==> src/rtl/mips_defs.sv <==
// Shared fetch-path definitions: widths, default reset PC, PC step and the
// buffered fetch entry layout.
package mips_defs;

   localparam int unsigned        INSTR_W      = 32;
   localparam int unsigned        ADDR_W       = 32;
   localparam logic [ADDR_W-1:0]  DEF_RESET_PC = 32'h0000_3000;
   localparam logic [ADDR_W-1:0]  PC_STEP      = 32'd4;

   typedef struct packed {
      logic [ADDR_W-1:0]  pc;
      logic [INSTR_W-1:0] instr;
   } fetch_entry_t;

   function automatic logic [ADDR_W-1:0] word_align(input logic [ADDR_W-1:0] a);
      return {a[ADDR_W-1:2], 2'b00};
   endfunction

endpackage

==> src/rtl/ifetch_fifo.sv <==
// Small synchronous FIFO for fetched instructions: push, pop, flush, count and
// head view; asynchronous active-low reset.
module ifetch_fifo #(
   parameter int unsigned WIDTH = 64,
   parameter int unsigned DEPTH = 2
) (
   input  logic                       clk,
   input  logic                       rst,
   input  logic                       push,
   input  logic                       pop,
   input  logic                       flush,
   input  logic [WIDTH-1:0]           din,
   output logic [WIDTH-1:0]           head,
   output logic [$clog2(DEPTH+1)-1:0] count
);

   localparam int unsigned PW = (DEPTH > 1) ? $clog2(DEPTH) : 1;
   localparam int unsigned CW = $clog2(DEPTH + 1);

   logic [WIDTH-1:0] mem [DEPTH];
   logic [PW-1:0]    rd;
   logic [PW-1:0]    wr;

   function automatic logic [PW-1:0] next_ptr(input logic [PW-1:0] p);
      return (p == PW'(DEPTH - 1)) ? '0 : p + 1'b1;
   endfunction

   assign head = mem[rd];

   always_ff @(posedge clk) begin
      if (push && !flush)
         mem[wr] <= din;
   end

   // Flush outranks a same-cycle push so a response landing on a redirect is dropped.
   always_ff @(posedge clk or negedge rst) begin
      if (!rst) begin
         rd    <= '0;
         wr    <= '0;
         count <= '0;
      end else if (flush) begin
         rd    <= '0;
         wr    <= '0;
         count <= '0;
      end else begin
         if (push)
            wr <= next_ptr(wr);
         if (pop)
            rd <= next_ptr(rd);
         case ({push, pop})
            2'b10:   count <= count + 1'b1;
            2'b01:   count <= count - 1'b1;
            default: count <= count;
         endcase
      end
   end

   push_into_full: assert property (@(posedge clk) disable iff (!rst)
      !(push && !pop && !flush && count == CW'(DEPTH)));

endmodule

==> src/rtl/ifetch_buf.sv <==
// Instruction fetch stage: owns the fetch PC, issues imem reads and buffers responses for decode.
// Optional IFETCH_STALL_CNT_EN adds stall_cnt, a saturating count of decode-starved cycles.
module ifetch_buf
   import mips_defs::*;
#(
   parameter logic [ADDR_W-1:0] RESET_PC = DEF_RESET_PC,
   parameter int unsigned       DEPTH    = 2
) (
   input  logic               clk,
   input  logic               rst,
   output logic               imem_req,
   output logic [ADDR_W-1:0]  imem_addr,
   input  logic [INSTR_W-1:0] imem_rdata,
   input  logic               redir_valid,
   input  logic [ADDR_W-1:0]  redir_pc,
   output logic               id_valid,
   input  logic               id_ready,
   output logic [INSTR_W-1:0] id_instr,
   output logic [ADDR_W-1:0]  id_pc
`ifdef IFETCH_STALL_CNT_EN
   ,
   output logic [31:0]        stall_cnt
`endif
);

   localparam int unsigned CW  = $clog2(DEPTH + 1);
   localparam int unsigned CW1 = CW + 1;

   logic [ADDR_W-1:0] fetch_pc;
   logic [ADDR_W-1:0] pending_pc;
   logic              inflight;
   logic              kill;
   logic              issue;
   logic              push;
   logic              pop;
   logic [CW-1:0]     count;
   logic [CW1-1:0]    credit;
   fetch_entry_t      head;
   fetch_entry_t      din;

   assign id_valid  = (count != '0);
   assign pop       = id_valid & id_ready;
   // Slots already owed: buffered + in flight, minus what decode frees this cycle.
   assign credit    = {1'b0, count} + CW1'(inflight) - CW1'(pop);
   assign issue     = !redir_valid && (credit < CW1'(DEPTH));
   assign imem_req  = issue & rst;
   assign imem_addr = fetch_pc;
   assign push      = inflight & !kill;
   assign din       = '{pc: pending_pc, instr: imem_rdata};
   assign id_instr  = id_valid ? head.instr : '0;
   assign id_pc     = id_valid ? head.pc : '0;

   ifetch_fifo #(
      .WIDTH($bits(fetch_entry_t)),
      .DEPTH(DEPTH)
   ) u_fifo (
      .clk   (clk),
      .rst   (rst),
      .push  (push),
      .pop   (pop),
      .flush (redir_valid),
      .din   (din),
      .head  (head),
      .count (count)
   );

   always_ff @(posedge clk or negedge rst) begin
      if (!rst) begin
         fetch_pc   <= RESET_PC;
         pending_pc <= '0;
         inflight   <= 1'b0;
         kill       <= 1'b0;
      end else begin
         inflight <= issue;
         kill     <= redir_valid;
         if (redir_valid) begin
            fetch_pc <= word_align(redir_pc);
         end else if (issue) begin
            fetch_pc   <= fetch_pc + PC_STEP;
            pending_pc <= fetch_pc;
         end
      end
   end

`ifdef IFETCH_STALL_CNT_EN
   always_ff @(posedge clk or negedge rst) begin
      if (!rst)
         stall_cnt <= '0;
      else if (id_ready && !id_valid && !redir_valid && stall_cnt != '1)
         stall_cnt <= stall_cnt + 1'b1;
   end
`endif

endmodule

==> config.mk <==
export PLATFORM = sky130hd
export DESIGN_NAME = ifetch_buf
export DESIGN_NICKNAME = d
export VERILOG_FILES = /design/src/rtl/mips_defs.sv /design/src/rtl/ifetch_fifo.sv /design/src/rtl/ifetch_buf.sv
export SDC_FILE = /design/constraint.sdc
export NUM_CORES = 1
export LEC_CHECK = 0
export BUFFER_PORTS_ARGS = -buffer_cell sky130_fd_sc_hd__buf_2
export CELL_PAD_IN_SITES_DETAIL_PLACEMENT = 0
export CELL_PAD_IN_SITES_GLOBAL_PLACEMENT = 1
export CORE_ASPECT_RATIO = 1.75
export CORE_MARGIN = 3
export CORE_UTILIZATION = 44
export DETAILED_ROUTE_END_ITERATION = 10
export PLACE_DENSITY = 0.82
export SLEW_MARGIN = 40
export SYNTH_ARGS = -nofsm -noshare
export SYNTH_HDL_FRONTEND = slang
export SYNTH_SLANG_ARGS = --single-unit
==> constraint.sdc <==
create_clock -name clk -period 7.9 [get_ports clk]
set_input_delay 1.185 -clock clk [delete_from_list [all_inputs] [get_ports clk]]
set_output_delay 1.185 -clock clk [all_outputs]
set_load 0.03 [all_outputs]
; ---- After elaboration in Yosys (flattened, before gate mapping)
; Memory sizes are Yosys's and may differ from the RTL's.
; Cells that the tools add are included.
[totals]
ff_bits = 70
mem_bits_rw = 128
input_bits = 68
out_inout_bits = 98
elab_cells = 46
memories = 1
[classes]
add_sub_neg = 7
n_lt_le_gt_ge = 1
n_eq_ne = 2
mux = 14
bitwise = 4
reduce_logical = 10
[memory_table]
columns = name, words, word_bits, rd, rd_ports_with_merged_regs, wr, line
row1 = u_fifo.mem, 2, 64, 1, 0, 1, ifetch_fifo.sv:20  ; logic [WIDTH-1:0] mem [DEPTH];
[ops]
columns = operator, n
row1 = two-way mux 32 bit, 4
row2 = adder 32 x 3 -> 32 bit (second input constant), 1
row3 = two-way mux 1 bit, 8
row4 = nonzero test 2 bit, 4
row5 = one-hot mux 2 bit (2 select lines), 1
row6 = adder 2 x 1 -> 3 bit, 1
row7 = bitwise AND 1 bit, 3
row8 = less-than comparator 3 x 2 -> 1 bit (second input constant), 1
row9 = nonzero test 3 bit, 1
row10 = subtractor 3 x 1 -> 3 bit, 1
row11 = adder 1 bit (second input constant), 2
row12 = adder 2 x 1 -> 2 bit (second input constant), 1
row13 = == test 2 x 1 -> 1 bit (second input constant), 1
row14 = == test 2 bit (second input constant), 1
row15 = logical AND 1 bit, 2
row16 = zero test 1 bit, 2
row17 = two-way mux 2 bit, 1
row18 = AND reduction 2 bit, 1
row19 = subtractor 2 x 1 -> 2 bit (second input constant), 1
row20 = NOT 1 bit, 1

; ---- Longest topological paths before layout
[depth]
ltp_word = 7
mapped_depth = 10
depth_no_buf = 9

; ---- Cells and area by module
; Synthesis repeated with hierarchy kept, for this count alone.
[hier_totals]
cells_unflattened = 613
area_unflattened_um2 = 8424.3
[modules_own_cells]
columns = mod, instances, cells_per_inst, area_each_um2, seq_area_each_um2
row1 = ifetch_fifo, 1, 218, 5028.6, 3943.8
row2 = ifetch_buf, 1, 395, 3395.8, 1554.0

; ---- Worst setup path before layout
; OpenSTA, ideal clock, no wires.
[synth_path]
kind = input -> register
start = input port redir_valid
end = memory u_fifo.mem[0][0], enable pin
setup_time_ps = 571
t_arrival_ps = 6137
required_time_ps = 7329
setup_slack_ps = 1192
stages = 3
path_buffers = 2
path_cell_list = clkbuf_1 -> clkbuf_1 -> nor3b_1
[synth_via]
elab_chain_cells = 4
[synth_rtl]
columns = element, line
row1 = from (decl), ifetch_buf.sv:14  ; input logic redir_valid,
row2 = zero test 1 bit, ifetch_fifo.sv:31  ; if (push && !flush)
row3 = logical AND 1 bit, ifetch_fifo.sv:31
row4 = two-way mux 1 bit, ifetch_fifo.sv:31
row5 = two-way mux 1 bit (not written as such), ifetch_fifo.sv:32  ; mem[wr] <= din;
row6 = to (decl), ifetch_fifo.sv:20
; No other way between the ends.

; ---- Worst setup path in the final report
[layout_path]
start = input port id_ready
end = output port imem_req
[layout_via]
elab_chain_cells = 5
[layout_rtl]
columns = element, line
row1 = from (decl), ifetch_buf.sv:17  ; input logic id_ready,
row2 = bitwise AND 1 bit, ifetch_buf.sv:42  ; assign pop = id_valid & id_ready;
row3 = subtractor 3 x 1 -> 3 bit, ifetch_buf.sv:44  ; assign credit = {1'b0, count} + CW1'(inflight) - CW1'(pop);
row4 = less-than comparator 3 x 2 -> 1 bit, ifetch_buf.sv:45  ; assign issue = !redir_valid && (credit < CW1'(DEPTH));
row5 = logical AND 1 bit, ifetch_buf.sv:45
row6 = named net issue, ifetch_buf.sv:33  ; logic issue;
row7 = bitwise AND 1 bit, ifetch_buf.sv:46  ; assign imem_req = issue & rst;
row8 = to (decl), ifetch_buf.sv:11  ; output logic imem_req,
; The timed path passes the listed nets, and every way through them passes these cells.

==> flow_metrics.tcl <==
set metrics [dict create \
    outcome "complete, no violations" \
    cts.sinks 190 \
    clock.fmax_mhz 216 \
    io_pins 166 \
    p_per_area_nw_per_um2 241 \
    post_cts_buffers 0 \
    synth_edf_count 124 \
    peakVddDrop_mv 0.131 \
    nets 784 \
    setup_viol 0 \
    grt.overflow.total 0 \
    grt_pass1_wl_um 25000 \
    critPathRequiredTime_ns 6.71 \
    syn_to_final_growth_pct 20.2 \
    synth_area_leaders "edfxtp_1, dfrtp_1, mux2i_1" \
    syn_inst 563 \
    drive_above_1_share 0.326 \
    seq_area_frac_synth 0.688 \
    routed_wl_um 15300 \
    rsz0062_at_grt "false" \
    synth_cell_types 40 \
    groute.usage.overall 0.163 \
    dieArea_um2 19500 \
    cts_resized 0 \
    setup_tns_ns 0 \
    yosys_register_bits 190 \
    ys_async_sr_fraction 0.347 \
    dr_wl_met2_um 8240 \
    clock_skew_ns 0.0123 \
    final_cell_count_no_fill 954 \
    fin_crit_sh 0.585 \
    route.detailed.drc 0 \
    hold_buffers 0 \
    crit_path_end_kind "primary output" \
    io_buffers 159 \
    core-area_um2 17200 \
    highest_layer "met4" \
    avgSynthCellArea_um2 13.9 \
    relSlewSlack 0.465 \
    route.met3.wl_um 678 \
    p_leak_nw 3.62 \
    fin_crit_ns 4.62 \
    final_common_cell "buf_2" \
    cts_max_level 4 \
    max-clock-path-buffers 2 \
    tightestPinTransition_ns 0.803 \
    grt_pass1_vias 4928 \
    syn_area_um2 7820 \
    synth_top_cell_area_share 0.476 \
    ant_nets 0 \
    startpoint_type "input pin" \
    start_util 0.455 \
    die_x_um 107 \
    dr.pass1.iters 4 \
    diodes 0 \
    critPathKind "input pin to primary output" \
    clkTransAtPathRegs_ns 0.07 \
    hold_viol_final 0 \
    grt_max_degree 64 \
    cp_max_fo 9 \
    vias_per_cell 5.13 \
    drv_slew 0 \
    cts_made_buffers 17 \
    worstPathArrival_ns 3.44 \
    dr_total_vias 4898 \
    place.gp.congestion 0.814 \
    max_cap_viol_count 0 \
    dp_hpwl_um 10600 \
    hold_class "flip-flop to flip-flop" \
    initialDrtViolationCount 292 \
    placedCellCount 922 \
    synth_warnings 0 \
    root_buffer "clkbuf_16" \
    cts_tree "built" \
    antenna_found_initial 0 \
    synth_flop_cell "edfxtp_1" \
    met1Wirelength_um 6060 \
    wl_per_cell_um 16.1 \
    placementRows 63 \
    final_cell_mix "buf_2, edfxtp_1, nor2_1, mux2i_1, dfrtp_1" \
    yosysTopAreaCell "edfxtp_1" \
    clk_latency_ns 0.42 \
    die-height_um 182 \
]
kinds of logic (layout without fill, tap and decap cells):
group	count (synthesis)	in the layout	share of synthesized area
other cells	1	4	0.000480
compound gates	51	51	0.0414
mux	93	93	0.124
simple gates	173	173	0.106
buf+inv	42	203	0.0237
flops	190	190	0.688
fa+ha+maj	2	2	0.00416
xor+xnor	11	11	0.0123
cell usage after synthesis, types with 5 or more instances:
master / count
edfxtp_1: 124
nor2_1: 86
dfrtp_1: 64
mux2i_1: 63
mux2_2: 30
clkbuf_1: 25
nand2_1: 23
a31oi_1: 19
or4_1: 19
o31ai_1: 15
nand3_1: 14
o21ai_0: 13
xnor2_1: 8
inv_1: 5
area by class of cell:
type / instances / area (µm²)
Tap cell: 227 / 284
Clock buffer: 18 / 450
Fill cell: 1498 / 7790
Inverter: 6 / 23.8
Multi-Input combinational cell: 334 / 2280
Clock inverter: 14 / 118
Timing Repair Buffer: 165 / 857
Sequential cell: 190 / 5380
registers in the layout, indices dropped and copies added (netlist names):
name	cells
imem_addr	30
inflight	1
kill	1
pending_pc	30
u_fifo.count	2
u_fifo.mem	124
u_fifo.rd	1
u_fifo.wr	1
power by group:
group          internal (mW)  switching [mW]  leakage [nW]
combinational         0.0959           0.160          1.45
sequential              1.14          0.0561          1.89
clock                  0.434           0.376         0.284
critical path, cell delays in order:
cell      delay, ns
buf_2          0.13
and3b_1        0.21
or2_2          0.15
nand2_1        0.06
fa_1           0.37
xor2_1         0.52
nand2b_1       0.25
nand2b_1       0.15
inv_1          0.07
and2_1         0.16
buf_2          0.17
path summary, 6_finish.rpt:
kind                                  from           endpoint  slack (ns)  depth (start not counted)
max reg2reg                u_fifo.count[1]     pending_pc[21]        4.71                          9
min reg2reg                 pending_pc[24]  u_fifo.mem[1][56]        0.47                          0
min                         pending_pc[24]  u_fifo.mem[1][56]        0.47                          0
max in group asynchronous              rst          u_fifo.rd        6.17                          2
max                               id_ready           imem_req        3.28                         11
min in group asynchronous              rst     pending_pc[27]        0.68                          1
routing by layer:
metal / GRT usage / vias up
li1: - / 2378
met1: 0.194 / 2362
met2: 0.288 / 133
met3: 0.0308 / 25
met4: 0.0681 / 0
met5: 0 / -
stage by stage:
stage	instance area, µm²	hold slack, ns	setup WS, ns	utilization	power (mW)
after detailed placement	8820	0.451	3.29	0.514	1.48
final	9400	0.470	3.28	0.547	2.26
after CTS	9390	0.467	3.27	0.547	2.29
after global placement	8800	0.446	3.29	0.512	1.46
after floorplan	7830	0.437	1.19	-	1.38
after global routing	9400	0.483	3.11	0.547	2.36
Note: power is estimated with default switching activity, not from simulation.
